### src/rtl/jtframe_linebuf_draw.sv
// jtframe_linebuf_draw: fetches one 16-pixel 4bpp object row from ROM and streams it into a line buffer.
module jtframe_linebuf_draw #(
  parameter int AW = 9,
  parameter int PW = 4,
  parameter int RW = 20
)(
  input  logic          clk,
  input  logic          rst_n,
  input  logic          draw,
  output logic          busy,
  input  logic [AW-1:0] xpos,
  input  logic          hflip,
  input  logic [PW-1:0] pal,
  input  logic [RW-2:0] addr,
  output logic [RW-1:0] rom_addr,
  output logic          rom_cs,
  input  logic          rom_ok,
  input  logic [31:0]   rom_data,
  output logic [AW-1:0] wr_addr,
  output logic [PW+3:0] wr_data,
  output logic          we
);
  typedef enum logic [2:0] {IDLE, FETCH0, DRAW0, FETCH1, DRAW1} state_t;
  state_t        st_q, st_d;
  logic [AW-1:0] xpos_q, xpos_d, wr_addr_q, wr_addr_d;
  logic          hflip_q, hflip_d, busy_q, busy_d, rom_cs_q, rom_cs_d, we_q, we_d;
  logic [PW-1:0] pal_q, pal_d;
  logic [RW-2:0] addr_q, addr_d;
  logic [RW-1:0] rom_addr_q, rom_addr_d;
  logic [31:0]   data_q, data_d;
  logic [2:0]    cnt_q, cnt_d;
  logic [PW+3:0] wr_data_q, wr_data_d;
  logic [3:0]    colour;
  always_comb begin
    st_d      = st_q;
    xpos_d    = xpos_q;
    hflip_d   = hflip_q;
    pal_d     = pal_q;
    addr_d    = addr_q;
    data_d    = data_q;
    cnt_d     = cnt_q;
    wr_addr_d = wr_addr_q;
    wr_data_d = wr_data_q;
    we_d      = 1'b0;
    colour    = hflip_q ? data_q[3:0] : data_q[31:28];
    unique case (st_q)
      IDLE: if (draw) begin
        xpos_d  = xpos;
        hflip_d = hflip;
        pal_d   = pal;
        addr_d  = addr;
        st_d    = FETCH0;
      end
      FETCH0, FETCH1: if (rom_ok) begin
        data_d = rom_data;
        cnt_d  = 3'd0;
        st_d   = st_q == FETCH0 ? DRAW0 : DRAW1;
      end
      DRAW0, DRAW1: begin
        // the latched word is shifted so the next pixel always sits at the edge selected by hflip
        we_d      = colour != 4'd0;
        wr_addr_d = xpos_q + AW'({st_q == DRAW1, cnt_q});
        wr_data_d = {pal_q, colour};
        data_d    = hflip_q ? {4'd0, data_q[31:4]} : {data_q[27:0], 4'd0};
        cnt_d     = cnt_q + 3'd1;
        if (cnt_q == 3'd7) st_d = st_q == DRAW0 ? FETCH1 : IDLE;
      end
      default: st_d = IDLE;
    endcase
    busy_d     = st_d != IDLE;
    rom_cs_d   = st_d == FETCH0 || st_d == FETCH1;
    rom_addr_d = rom_cs_d ? {addr_d, (st_d == FETCH1) ^ hflip_d} : rom_addr_q;
  end
  always_ff @(posedge clk or negedge rst_n) begin
    if (!rst_n) begin
      st_q       <= IDLE;
      xpos_q     <= '0;
      hflip_q    <= 1'b0;
      pal_q      <= '0;
      addr_q     <= '0;
      data_q     <= '0;
      cnt_q      <= '0;
      busy_q     <= 1'b0;
      rom_cs_q   <= 1'b0;
      rom_addr_q <= '0;
      wr_addr_q  <= '0;
      wr_data_q  <= '0;
      we_q       <= 1'b0;
    end else begin
      st_q       <= st_d;
      xpos_q     <= xpos_d;
      hflip_q    <= hflip_d;
      pal_q      <= pal_d;
      addr_q     <= addr_d;
      data_q     <= data_d;
      cnt_q      <= cnt_d;
      busy_q     <= busy_d;
      rom_cs_q   <= rom_cs_d;
      rom_addr_q <= rom_addr_d;
      wr_addr_q  <= wr_addr_d;
      wr_data_q  <= wr_data_d;
      we_q       <= we_d;
    end
  end
  assign busy     = busy_q;
  assign rom_cs   = rom_cs_q;
  assign rom_addr = rom_addr_q;
  assign wr_addr  = wr_addr_q;
  assign wr_data  = wr_data_q;
  assign we       = we_q;
endmodule
### config.mk
export PLATFORM = sky130hd
export DESIGN_NAME = jtframe_linebuf_draw
export DESIGN_NICKNAME = d
export VERILOG_FILES = /design/src/rtl/jtframe_linebuf_draw.sv
export SDC_FILE = /design/constraint.sdc
export NUM_CORES = 1
export LEC_CHECK = 0
export ABC_AREA = 0
export BUFFER_PORTS_ARGS = -buffer_cell sky130_fd_sc_hd__buf_2
export CAP_MARGIN = 5
export CORE_MARGIN = 5
export CORE_UTILIZATION = 54
export DETAILED_ROUTE_END_ITERATION = 8
export PLACE_DENSITY = 0.79
export SYNTH_ARGS = -nofsm -noshare
export SYNTH_HDL_FRONTEND = slang
export SYNTH_SLANG_ARGS = --single-unit
export TNS_END_PERCENT = 50
### constraint.sdc
create_clock -name clk -period 3 [get_ports clk]
set_clock_uncertainty 0.2 [all_clocks]
set_input_delay 0.15 -clock clk [delete_from_list [all_inputs] [get_ports clk]]
set_output_delay 0.15 -clock clk [all_outputs]
set_load 0.02 [all_outputs]
==> impl_metrics.csv <==
group,metric,value,unit
clock_tree,numCtsBuffers,9,
route,vias,3926,
worst_setup_path,critPathKind,"register to register",
floorplan,die_area,11400,um2
place,io_buffers,108,
floorplan,start_util,0.551,
sta,rsz0062_at_grt,"no",
sta,slew_violations,0,
sta,fin_crit,2300,ps
floorplan,rows,35,
run,maxCapViolations,0,
cells_and_area,final_layout_size_suffix_gt1_frac,0.304,
worst_setup_path,crit_required,3090,ps
hold_path,hold_class,"primary input to asynchronous set/reset pin",
place,dp_hpwl,7410,um
worst_setup_path,worstSetupStartpoint,"st_q[0]",
floorplan,die_y,107,um
synth,synth_cell_types,38,
floorplan,coreArea,9150,um2
grt,grt-ovfl-total,0,
cells_and_area,layout_commonest_cell,"dfrtp_1",
synth,yosysSeqAreaShare,0.551,
synth,syn_inst,453,
clock_tree,cts_sinks,111,
cells_and_area,area_growth,29.4,%
sta,setup_viol,0,
pwr,p_leak,3.01,nW
worst_setup_path,cp-end-kind,"register",
cells_and_area,antennaDiodeCount,0,
sta,hold_violations,0,
synth,yosysWarnings,0,
pwr,vdd_ir_drop_max,576,uV
clock_tree,clockRootBuffer,"clkbuf_8",
sta,worst_slew_pin_slew,743,ps
route,drtIter0Drc,122,
cells_and_area,nets,693,
synth,ys_ff_latch,111,
clock_tree,cts.clk_slew.worst_paths,100,ps
sta,setup_tns,0,ps
route,routed_wl,11500,um
cells_and_area,final_cell_mix,"dfrtp_1 (111), buf_2 (107), dlygate4sd3_1 (68)",
grt,grt_pass1_vias,4132,
place,finalWeightedCongestion,0.805,
clock_tree,cts_resized,0,
floorplan,fp.dieW,107,um
worst_setup_path,r2r-start,"st_q[0]",
worst_setup_path,critPathMaxFanout,10,
clock_tree,cts_tree,"yes",
route,drt_pass1_iterations,4,
sta,max-slew-margin-rel,0.504,
clock_tree,insertion_delay,380,ps
clock_tree,clock_path_buffers,2,
status,status,"finished clean",
route,wire_per_inst,15.7,um
worst_setup_path,cp_data_arrival_time,2390,ps
route,routed_via_density,5.36,
floorplan,ios,109,
sta,maxClockFrequency,434,MHz
cells_and_area,final_util,0.713,
grt,grt_max_degree,64,
cells_and_area,fin_cells,733,
worst_setup_path,start_kind,"register",
synth,syn_area,5040,um2
grt,grt_pass1_wl,19800,um
grt,antenna_found_initial,0,
place,dp_cells,649,
route,ant_nets,0,
cells_and_area,nFillCells,642,
grt,grtUsageTotal,0.215,
sta,period_share,0.768,
route,drcViolationCount,0,
pwr,pwr_density_cell,1100,nW/um2
synth,postSynthAreaPerCell,11.1,um2
clock_tree,cts_htree_levels,3,
synth,syn-num-nets,529,
[state kept, by name, summed over array words and instances (netlist names)]
signal    flops
hflip_q       1
rom_addr     20
wr_addr       9
wr_data       8
xpos_q        9
pal_q         4
data_q       32
rom_cs        1
st_q          3
cnt_q         3
we            1
addr_q       19
busy          1
[routing by layer]
metal	track usage	vias up	part of all wire
met1	0.276	1908	0.44
met2	0.374	93	0.50
met5	0	-	0
met4	0.0393	0	0.0079
li1	-	1916	-
met3	0.0530	9	0.053
[cells by family (layout without fill, tap and decap cells)]
logic type / after synthesis / after routing / share of synthesized area
xor+xnor: 6 / 6 / 0.0104
mux: 56 / 56 / 0.125
flops: 111 / 111 / 0.551
compound gates: 91 / 91 / 0.125
fa+ha+maj: 7 / 7 / 0.0189
simple gates: 145 / 145 / 0.133
buf+inv: 37 / 206 / 0.0375
[critical path, stage by stage (launching register included)]
cell     delay (ps)
dfrtp_1         610
inv_1           180
nand3_1         160
inv_1            60
ha_1            340
a21oi_1         150
or3_1           360
a31oi_1         160
[area by class of cell]
class	count	area, um2	area share
multi-input combinational	305	2100	0.321
sequential	111	2780	0.426
tap	111	139	0.0213
inverter	6	22.5	0.00345
timing repair buffer	184	1300	0.199
clock buffer	10	138	0.0211
clock inverter	6	57.6	0.00882
[through the flow]
step | setup slack (ps) | hold slack [ps] | total power, W | area (um2)
floorplan | 856 | -346 | 0.00539 | 5040
global placement | 787 | 61.0 | 0.00613 | 5650
detailed placement | 729 | 60.7 | 0.00628 | 5650
CTS | 708 | 203 | 0.00724 | 6530
global route | 480 | 242 | 0.00777 | 6530
finish | 697 | 170 | 0.00719 | 6530
[power by group]
| group | switching (W) | internal [W] | total, W | leakage [nW] |
|---|---|---|---|---|
| combinational | 0.00199 | 0.00153 | 0.00351 | 1.58 |
| clock | 0.000535 | 0.000346 | 0.000881 | 0.101 |
| sequential | 0.000517 | 0.00228 | 0.00280 | 1.33 |
[final timing paths]
check,to,slack [ps],depth (start not counted)
worst max-delay path,wr_addr[8],700,7
worst min-delay path,xpos_q[8],170,2
worst max register to register,wr_addr[8],700,7
worst min register to register,wr_data[4],270,2
max in group asynchronous,wr_data[6],1670,3
min in group clk,wr_data[4],270,2
[synthesized netlist by cell type]
| master | n | share of area |
|---|---|---|
| nand3_1 | 6 | 0.0060 |
| a21oi_1 | 4 | 0.0040 |
| buf_4 | 2 | 0.0030 |
| a22o_1 | 2 | 0.0035 |
| or3_1 | 4 | 0.0050 |
| nor2b_1 | 24 | 0.030 |
| o21ai_2 | 2 | 0.0035 |
| a21o_1 | 3 | 0.0045 |
| nor4_1 | 1 | 0.0012 |
| clkbuf_1 | 14 | 0.010 |
| fa_1 | 1 | 0.0040 |
| mux2_1 | 1 | 0.0022 |
| o31ai_1 | 24 | 0.036 |
| nand3b_1 | 6 | 0.0089 |
| o21ai_1 | 1 | 0.00099 |
| buf_6 | 4 | 0.0089 |
| mux2_4 | 1 | 0.0030 |
| buf_1 | 1 | 0.00074 |
| nor4b_4 | 1 | 0.0047 |
| nor2_1 | 38 | 0.028 |
| o21ai_0 | 13 | 0.013 |
| a211oi_1 | 24 | 0.036 |
| xnor2_1 | 3 | 0.0052 |
| nor3_1 | 2 | 0.0020 |
| dfrtp_1 | 111 | 0.55 |
| o22ai_1 | 2 | 0.0025 |
| buf_2 | 10 | 0.0099 |
| xor2_1 | 3 | 0.0052 |
| nand4_1 | 1 | 0.0012 |
| a21boi_1 | 1 | 0.0015 |
| a221oi_1 | 1 | 0.0017 |
| a31oi_1 | 13 | 0.016 |
| nand2_1 | 62 | 0.046 |
| mux2_2 | 50 | 0.11 |
| a21bo_2 | 1 | 0.0020 |
| mux2i_1 | 4 | 0.0079 |
| ha_1 | 6 | 0.015 |
| inv_1 | 6 | 0.0045 |
[what timing repair did]
| action | 4_1_cts | 5_1_grt |
|---|---|---|
| hold buffers | 68 | 0 |
| buffers inserted | 0 | 0 |
| endpoints found under the hold margin | 144 | 0 |
No activity file was read; power rests on OpenSTA's default activity.
